===== src/rtl/imem_load_ctrl.sv =====
// Arbitrates the single-port instruction memory between CPU fetch and a byte-serial loader.
// Loaded bytes are packed big-endian and written to consecutive words starting at word 0.
module imem_load_ctrl #(
  parameter int DEPTH_LOG2 = 6,
  parameter int PC_W       = 8
) (
  input  logic                  clk,
  input  logic                  reset_n,
  input  logic [PC_W-1:0]       PC_next,
  output logic [31:0]           instruction,
  output logic                  cpu_stall,
  output logic                  pc_misaligned,
  output logic [DEPTH_LOG2-1:0] mem_addr,
  output logic                  mem_we,
  output logic [31:0]           mem_wdata,
  input  logic [31:0]           mem_rdata,
  input  logic                  load_start,
  input  logic [7:0]            load_byte,
  input  logic                  load_byte_valid,
  output logic                  load_byte_ready,
  input  logic                  load_done,
  output logic [DEPTH_LOG2:0]   load_count
);

  typedef enum logic [1:0] {RUN, LOAD, WRITE} state_t;

  localparam logic [DEPTH_LOG2-1:0] WPTR_LAST = '1;
  localparam logic [DEPTH_LOG2-1:0] WPTR_ONE  = DEPTH_LOG2'(1);
  localparam logic [DEPTH_LOG2:0]   CNT_ONE   = (DEPTH_LOG2+1)'(1);

  state_t                  state_q, state_d;
  logic [DEPTH_LOG2-1:0]   wptr_q, wptr_d;
  logic [2:0]              bcnt_q, bcnt_d;
  logic [DEPTH_LOG2:0]     cnt_q, cnt_d;
  logic [31:0]             sr_q, sr_d;
  logic                    done_q, done_d;
  logic                    stall_q, stall_d;
  logic                    ready_q, ready_d;
  logic                    we_q, we_d;

  logic                    accept;
  logic [31:0]             sr_acc;
  logic [2:0]              bcnt_acc;

  always_comb begin
    state_d  = state_q;
    wptr_d   = wptr_q;
    bcnt_d   = bcnt_q;
    cnt_d    = cnt_q;
    sr_d     = sr_q;
    done_d   = done_q;
    accept   = load_byte_valid && ready_q;
    sr_acc   = accept ? {sr_q[23:0], load_byte} : sr_q;
    bcnt_acc = bcnt_q + {2'b00, accept};

    case (state_q)
      RUN: begin
        if (load_start) begin
          state_d = LOAD;
          wptr_d  = '0;
          bcnt_d  = '0;
          cnt_d   = '0;
          sr_d    = '0;
          done_d  = 1'b0;
        end
      end
      LOAD: begin
        sr_d   = sr_acc;
        bcnt_d = bcnt_acc;
        if (bcnt_acc == 3'd4) begin
          // A byte completing a word wins over done; done is remembered for WRITE's exit.
          state_d = WRITE;
          done_d  = load_done;
        end else if (load_done) begin
          if (bcnt_acc == 3'd0) begin
            state_d = RUN;
          end else begin
            state_d = WRITE;
            done_d  = 1'b1;
            case (bcnt_acc)
              3'd1:    sr_d = {sr_acc[7:0], 24'h0};
              3'd2:    sr_d = {sr_acc[15:0], 16'h0};
              3'd3:    sr_d = {sr_acc[23:0], 8'h0};
              default: sr_d = sr_acc;
            endcase
          end
        end
      end
      WRITE: begin
        wptr_d  = wptr_q + WPTR_ONE;
        cnt_d   = cnt_q + CNT_ONE;
        bcnt_d  = '0;
        state_d = (wptr_q == WPTR_LAST || done_q) ? RUN : LOAD;
      end
      default: state_d = RUN;
    endcase

    // Handshake and strobe outputs are registered off the next state.
    stall_d = (state_d != RUN);
    ready_d = (state_d == LOAD);
    we_d    = (state_d == WRITE);
  end

  always_ff @(posedge clk or negedge reset_n) begin
    if (!reset_n) begin
      state_q <= RUN;
      wptr_q  <= '0;
      bcnt_q  <= '0;
      cnt_q   <= '0;
      sr_q    <= '0;
      done_q  <= 1'b0;
      stall_q <= 1'b0;
      ready_q <= 1'b0;
      we_q    <= 1'b0;
    end else begin
      state_q <= state_d;
      wptr_q  <= wptr_d;
      bcnt_q  <= bcnt_d;
      cnt_q   <= cnt_d;
      sr_q    <= sr_d;
      done_q  <= done_d;
      stall_q <= stall_d;
      ready_q <= ready_d;
      we_q    <= we_d;
    end
  end

  assign mem_addr        = (state_q == RUN) ? PC_next[DEPTH_LOG2+1:2] : wptr_q;
  assign instruction     = (state_q == RUN) ? mem_rdata : 32'h0;
  assign pc_misaligned   = (state_q == RUN) && (PC_next[1:0] != 2'b00);
  assign cpu_stall       = stall_q;
  assign load_byte_ready = ready_q;
  assign mem_we          = we_q;
  assign mem_wdata       = we_q ? sr_q : 32'h0;
  assign load_count      = cnt_q;

endmodule

===== config.mk =====
export PLATFORM = sky130hd
export DESIGN_NAME = imem_load_ctrl
export DESIGN_NICKNAME = d
export VERILOG_FILES = /design/src/rtl/imem_load_ctrl.sv
export SDC_FILE = /design/constraint.sdc
export NUM_CORES = 1
export LEC_CHECK = 0
export CAP_MARGIN = 20
export CORE_ASPECT_RATIO = 0.8
export CORE_MARGIN = 5
export CORE_UTILIZATION = 34
export DETAILED_ROUTE_END_ITERATION = 16
export GPL_TIMING_DRIVEN = 0
export HOLD_SLACK_MARGIN = 0.02
export MAX_ROUTING_LAYER = met4
export PLACE_DENSITY = 0.62
export SLEW_MARGIN = 30
export SYNTH_ARGS = -nofsm -noshare
export SYNTH_HDL_FRONTEND = slang
export SYNTH_SLANG_ARGS = --single-unit

===== constraint.sdc =====
create_clock -name clk -period 7.8 [get_ports clk]
set_clock_uncertainty 0.2 [all_clocks]
set_input_delay 0.78 -clock clk [delete_from_list [all_inputs] [get_ports clk]]
set_output_delay 0.78 -clock clk [all_outputs]
set_load 0.03 [all_outputs]

==> metrics.md, run 1 <==
| Metric | Value |
|---|---|
| Inst Count DP | `700` |
| Max-slew violations | `0` |
| Post-DP Area | `5254 um2` |
| Rel. slew slack | `59.59%` |
| Via density | `5.451` |
| CTS H-tree depth | `2` |
| Die X | `127.0 um` |
| Total of max-cap violations | `0` |
| Row count | `34` |
| Post-CTS Setup Inserts | `0` |
| Max Fanout on Critical Path | `10` |
| GPL Wtd Cong | `0.8840` |
| Hold Buf Count CTS | `0` |
| CTS tree | `done` |
| CP required | `7760 ps` |
| Sw Pwr | `0.0009273 W` |
| Post-route DRC | `0` |
| Initial antenna violation count | `0` |
| Comb pwr share | `65.0%` |
| Layout Nets | `620` |
| # IOs | `134` |
| HPWL after DPL | `9880 um` |
| Pwr Density | `338.9 nW/um2` |
| Starting Density | `34.47%` |
| Met3 wire len | `770 um` |
| Met2 wire len | `6056 um` |
| Max IR drop VDD | `0.1535 mV` |
| Root Buffer | `clkbuf_16` |
| Die Y | `103.6 um` |
| Total core area | `10,810 um2` |
| Fin util | `49.88%` |
| Sw frac | `50.76%` |
| Routed wire length | `13,020 um` |
| Max Clk Rate | `257.5 MHz` |
| Detailed-route via count | `3,854` |
| Yosys warns | `0` |
| Leak | `2.157 nW` |
| Fin crit period | `3884 ps` |
| Final worst-path cycle share | `49.80%` |
| DR iter-0 viols | `365` |
| Crit path from | `load_byte_valid` |
| Power share of the clock group | `11.9%` |
| Total track usage | `19.73%` |
| First-pass GRT wire length | `20,910 um` |
| CTS Buffer Depth | `2` |
| Antenna-violating nets left | `0` |
| Seq/Total Area, Yosys | `36.28%` |
| Average wire per standard cell | `18.41 um` |
| Port buffer count | `133` |
| Wl on met1 | `6021 um` |
| Final instance area | `5390 um2` |
| Post-CTS Resized | `0` |
| Final setup fails | `0` |
| CP arrival | `3840 ps` |
| Largest net degree at the start of global routing | `35` |
| Kind of end point of the critical path | `flip-flop` |
| Non-Filler Instances | `707` |
| Diode count | `0` |
| Clock insertion delay at the later pin of the skew report | `290 ps` |
| Hold WC Path Type | `input pin to async pin` |
| Clock transition at path regs | `70 ps` |
| Synth unique cells | `54` |
| DRT Pass-1 Iters | `5` |
| Crit path launch type | `input pin` |
| Vias in the first global route | `3,881` |
| TNS Setup | `0 ps` |
| Grt ovf | `0` |
| Share of layout cells above drive strength 1 | `7.105%` |
| Top sig layer | `met4` |
| Cell-internal power | `0.0008995 W` |
| Status | `finished clean` |
| Part of the power in registers | `23.1%` |
| Post-synth ARST share | `100.0%` |
| Mapped Avg Cell Area | `8.827 um2` |
| Most common cell after layout, fill and taps aside | `clkdlybuf4s50_1` |
| Mapped Area | `3725 um2` |
| CTS Buf Count | `5` |
| Synth Flop Type | `dfrtp_1` |
| Worst Tran Pin Value | `606.1 ps` |
| Mapped Cells | `422` |
| Seq cells post-synth | `54` |
| Most frequent cells in the layout | `clkdlybuf4s50_1 (132), and2_1 (65), dfrtp_1 (54)` |
| FF-to-FF setup slack | `4520 ps` |
| Setup Crit Path Kind | `input pin to flip-flop` |
| RSZ-0062 raised after global routing | `false` |
| Worst r2r src | `load_byte_ready` |
| Fin. Hold Viols | `0` |
| EDFF count, synth | `0` |
| P&R area growth vs syn | `44.71%` |
| DIE AREA | `13,160 um2` |
| Clock Sinks | `54` |
| Syn nets | `479` |
[registers in the layout (all words and copies together), names as in the netlist]
name and cells:
sr_q 32, load_count 7, wptr_q 6, bcnt_q 3, state_q 2, cpu_stall 1
done_q 1, load_byte_ready 1, mem_we 1
[cell usage after synthesis (all sizes together), types with 3 or more instances]
master	instances	area share, %
a21o	5	1.0
a21oi	12	1.6
a221o	7	1.9
a22o	5	1.2
a32oi	4	0.94
and2	66	11
and3	4	0.67
buf	15	2.8
clkbuf	17	1.7
dfrtp	54	36
ha	4	1.3
inv	6	0.60
mux2	6	1.8
mux2i	33	9.2
nand2	52	5.4
nand3	21	3.0
nand3b	4	0.81
nor2	12	1.2
nor3	14	1.9
o211ai	11	2.4
o21ai	25	3.5
o221ai	4	0.94
o22a	3	0.71
o22ai	9	1.5
o311ai	6	1.4
o31ai	4	0.81
[critical path, cell delays in order]
cell	delay, ps
clkdlybuf4s50_1	550
nand2_4	140
inv_2	100
buf_6	180
buf_6	210
buf_4	240
ha_1	180
ha_1	220
xnor2_2	180
nand3_1	180
o211ai_2	420
buf_2	310
o211ai_1	140
[logic make-up after synthesis]
kind of cell               synth area share, %
DFF                                      36.28
buffers and inverters                    5.105
adders and majority gates                1.344
xor gates and xnor gates                0.4368
AOI/OAI and AO/OA                        20.29
muxes                                    10.98
and+or+nand+nor                          25.56
[area by class of cell]
type                    instances  area (um2)
multi-input cells             330        2183
clock buffers                   6       128.9
plain buffers                  32       167.7
fillers                      1059        5415
inverters                       6       22.52
clock inverters                 1       7.507
repair buffers                134        1349
well taps                     144       180.2
flip-flops and latches         54        1351
[worst paths after layout]
check | endpoint | depth (start not counted)
max | sr_q[26] | 13
min | load_count[6] | 1
max reg2reg | sr_q[10] | 12
min reg2reg | load_count[6] | 1
max in group asynchronous | sr_q[28] | 2
min in group clk | load_count[6] | 1
[layer usage]
layer / vias to the layer above / global-route usage, %
met1: 1874 / 27.91
met3: 16 / 2.109
li1: 1814 / -
met2: 150 / 30.59
met4: 0 / 4.441
met5: - / -
[metrics by stage]
stage | hold slack, ps | total power, W | setup WS [ps]
2_1_floorplan | 262.8 | 0.001154 | 4676
3_3_place_gp | 275.4 | 0.001583 | 3725
3_5_place_dp | 279.0 | 0.001599 | 3654
4_1_cts | 189.1 | 0.001824 | 3942
5_1_grt | 185.4 | 0.001939 | 3714
6_report | 174.8 | 0.001827 | 3916
[power groups by stage]
stage	sequential [W]	clock, W	combinational [W]
2_1_floorplan	0.000425	0	0.000729
3_3_place_gp	0.000422	0	0.00116
3_5_place_dp	0.000425	0	0.00117
4_1_cts	0.000420	0.000221	0.00118
5_1_grt	0.000432	0.000236	0.00127
6_report	0.000421	0.000218	0.00119
Power figures use the tool's default switching activity.
==> run 2: changes to the inputs <==
--- a/config.mk
+++ b/config.mk
@@ -13,7 +13,7 @@
 export GPL_TIMING_DRIVEN = 0
 export HOLD_SLACK_MARGIN = 0.02
 export MAX_ROUTING_LAYER = met4
-export PLACE_DENSITY = 0.62
+export PLACE_DENSITY = 0.64
 export SLEW_MARGIN = 30
 export SYNTH_ARGS = -nofsm -noshare
 export SYNTH_HDL_FRONTEND = slang
==> constraint.sdc (replaced) <==
create_clock -name clk -period 3.5 [get_ports clk]
set_clock_uncertainty 0.2 [all_clocks]
set_input_delay 0.35 -clock clk [delete_from_list [all_inputs] [get_ports clk]]
set_output_delay 0.35 -clock clk [all_outputs]
set_load 0.03 [all_outputs]
==> metrics.md, run 2 (synthesis gave the netlist of run 1 again) <==
| Metric | Value |
|---|---|
| DR iter-0 viols | `274 (was 365)` |
| HPWL after DPL | `9806 um (was 9880 um)` |
| Sw frac | `50.18% (was 50.76%)` |
| Grt ovf | `0 (unchanged)` |
| Leak | `2.204 nW (was 2.157 nW)` |
| Comb pwr share | `65.6% (was 65.0%)` |
| Rel. slew slack | `60.65% (was 59.59%)` |
| Status | `finished clean (unchanged)` |
| Most frequent cells in the layout | `clkdlybuf4s50_1 (132), and2_1 (65), dfrtp_1 (54) (unchanged)` |
| Sw Pwr | `0.002108 W (was 0.0009273 W)` |
| GPL Wtd Cong | `0.9065 (was 0.8840)` |
| Max reg flops | `32 (unchanged)` |
| Crit-path cells | `clkdlybuf4s50_1 -> nand2_4 -> inv_2 -> buf_6 -> buf_6 -> buf_4 -> ha_1 -> ha_1 -> xnor2_2 -> nand3_2 -> o21ai_4 -> buf_6 -> nor3_1 -> a221o_1 (was clkdlybuf4s50_1 -> nand2_4 -> inv_2 -> buf_6 -> buf_6 -> buf_4 -> ha_1 -> ha_1 -> xnor2_2 -> nand3_1 -> o211ai_2 -> buf_2 -> o211ai_1)` |
| RSZ-0062 raised after global routing | `false (unchanged)` |
| Initial antenna violation count | `0 (unchanged)` |
| Post-route DRC | `0 (unchanged)` |
| Clock insertion delay at the later pin of the skew report | `290 ps (about the same)` |
| Antenna-violating nets left | `0 (unchanged)` |
| Pwr Density | `764.9 nW/um2 (was 338.9 nW/um2)` |
| Final instance area | `5492 um2 (was 5390 um2)` |
| CTS Buffer Depth | `2 (unchanged)` |
| CTS tree | `done (unchanged)` |
| Hold WC Path Type | `input pin to async pin (unchanged)` |
| Row count | `34 (unchanged)` |
| Post-DP Area | `5254 um2 (unchanged)` |
| Setup Crit Path Kind | `input pin to flip-flop (unchanged)` |
| Kind of end point of the critical path | `flip-flop (unchanged)` |
| Top cell family by delay on the critical path | `buffers and inverters (unchanged)` |
| Reg with most FFs | `sr_q (unchanged)` |
| Max Fanout on Critical Path | `10 (unchanged)` |
| First-pass GRT wire length | `20,630 um (was 20,910 um)` |
| # IOs | `134 (unchanged)` |
| Total core area | `10,810 um2 (unchanged)` |
| CTS H-tree depth | `2 (unchanged)` |
| Final setup fails | `0 (unchanged)` |
| DRT Pass-1 Iters | `5 (unchanged)` |
| Max IR drop VDD | `0.4178 mV (was 0.1535 mV)` |
| Die Y | `103.6 um (unchanged)` |
| Part of the power in registers | `22.2% (was 23.1%)` |
| Reg-to-reg endpoint | `sr_q[29] (was sr_q[10])` |
| Power share of the clock group | `12.2% (was 11.9%)` |
| Slowest-stage cell, CP | `clkdlybuf4s50_1 (unchanged)` |
| Final worst-path cycle share | `96.13%` |
| Starting Density | `34.47% (unchanged)` |
| FF-to-FF setup slack | `280 ps (was 4520 ps)` |
| Fin crit period | `3365 ps` |
| Max Clk Rate | `297.2 MHz` |
| Routed wire length | `12,970 um (was 13,020 um)` |
| Worst r2r src | `load_byte_ready (unchanged)` |
| Crit path top cell by count | `buf_6` |
| CP arrival | `3340 ps (was 3840 ps)` |
| Layout Nets | `626 (was 620)` |
| Max-slew violations | `0 (unchanged)` |
| Die X | `127.0 um (unchanged)` |
| Diode count | `0 (unchanged)` |
| Most common cell after layout, fill and taps aside | `clkdlybuf4s50_1 (unchanged)` |
| Vias in the first global route | `3,798 (was 3,881)` |
| Root Buffer | `clkbuf_16 (unchanged)` |
| DIE AREA | `13,160 um2 (unchanged)` |
| Worst Tran Pin Value | `590.3 ps (was 606.1 ps)` |
| Average wire per standard cell | `18.17 um (was 18.41 um)` |
| Detailed-route via count | `3,889 (was 3,854)` |
| Total track usage | `19.54% (was 19.73%)` |
| Fillers | `1,029 (was 1,059)` |
| Buf+Inv Stages, Crit Path | `6 (unchanged)` |
| Fin. Hold Viols | `0 (unchanged)` |
| Crit path launch type | `input pin (unchanged)` |
| R2R depth | `12 (unchanged)` |
| Max stage delay on crit path | `540 ps (was 550 ps)` |
| Via density | `5.447 (was 5.451)` |
| Cell-internal power | `0.002092 W (was 0.0008995 W)` |
| Clock Sinks | `54 (unchanged)` |
| P&R area growth vs syn | `47.43% (was 44.71%)` |
| Port buffer count | `133 (unchanged)` |
| CP required | `3480 ps (was 7760 ps)` |
| Largest net degree at the start of global routing | `33 (was 35)` |
| Clock transition at path regs | `70 ps (about the same)` |
| TNS Setup | `0 ps (unchanged)` |
| CTS Buf Count | `5 (unchanged)` |
| Share of layout cells above drive strength 1 | `8.772% (was 7.105%)` |
| Total of max-cap violations | `0 (unchanged)` |
-- run 2: changes by cell type in the layout (fill, tap and decap cells not counted), sizes merged --
cell         before  now
clkinv            0    1
clkbuf           23   25
dlygate4sd3       0    1
buf              17   20
-- run 2: area by class of cell --
type | instances | area (um2) | area share, %
Inverter | 6 | 22.52 | 0.4101
Buffer | 32 | 180.2 | 3.281
Clock inverter | 2 | 12.51 | 0.2278
Tap cell | 144 | 180.2 | 3.281
Sequential cell | 54 | 1351 | 24.61
Multi-Input combinational cell | 330 | 2210 | 40.24
Timing Repair Buffer | 140 | 1396 | 25.43
Clock buffer | 6 | 138.9 | 2.529
-- run 2: timing repair --
item | 4_1_cts | 5_1_grt
setup buffers | 0 | 5
hold buffers | 1 | 0
endpoints found under the setup margin | 0 | 30
hold endpoints to repair | 22 | 0
gates resized for setup | 0 | 11
-- run 2: power by group through the flow --
stage	clock [W]	sequential (W)	combinational, W
3_3_place_gp	0	0.000939	0.00260
3_5_place_dp	0	0.000941	0.00264
4_1_cts	0.000520	0.000930	0.00265
2_1_floorplan	0	0.000946	0.00163
5_1_grt	0.000548	0.000958	0.00294
6_report	0.000514	0.000932	0.00275
-- run 2: stage by stage --
| stage | cells | hold WS (ps) | utilization (%) | setup slack (ps) | power [W] |
|---|---|---|---|---|---|
| 3_5_place_dp | 700 | 67.81 | 48.62 | -222.8 | 0.003576 |
| 2_1_floorplan | 422 | -145.6 | - | 575.7 | 0.002571 |
| 4_1_cts | 709 | 288.5 | 50.12 | 56.62 | 0.004100 |
| 3_3_place_gp | 699 | 275.7 | 48.46 | -190.2 | 0.003539 |
| 5_1_grt | 714 | 319.9 | 50.82 | 22.36 | 0.004442 |
| 6_report | 714 | 279.7 | 50.82 | 135.4 | 0.004200 |
-- run 2: how the worst max path moves through the flow --
stage                         start       end  slack, ps  cells after the start
floorplan           load_byte_ready  sr_q[12]        580                     13
global placement    load_byte_valid  sr_q[26]       -190                     13
detailed placement  load_byte_valid  sr_q[16]       -220                     13
CTS                 load_byte_valid   sr_q[7]         60                     13
global route        load_byte_valid  sr_q[18]         20                     14
finish              load_byte_valid  sr_q[15]        140                     14
-- run 2: metal layers --
metal	vias to the layer above	part of all wire, %	GRT usage [%]
met5	-	0	-
met1	1899	46	28.21
met3	20	5.7	1.646
li1	1827	-	-
met4	0	1.4	4.211
met2	143	47	29.98
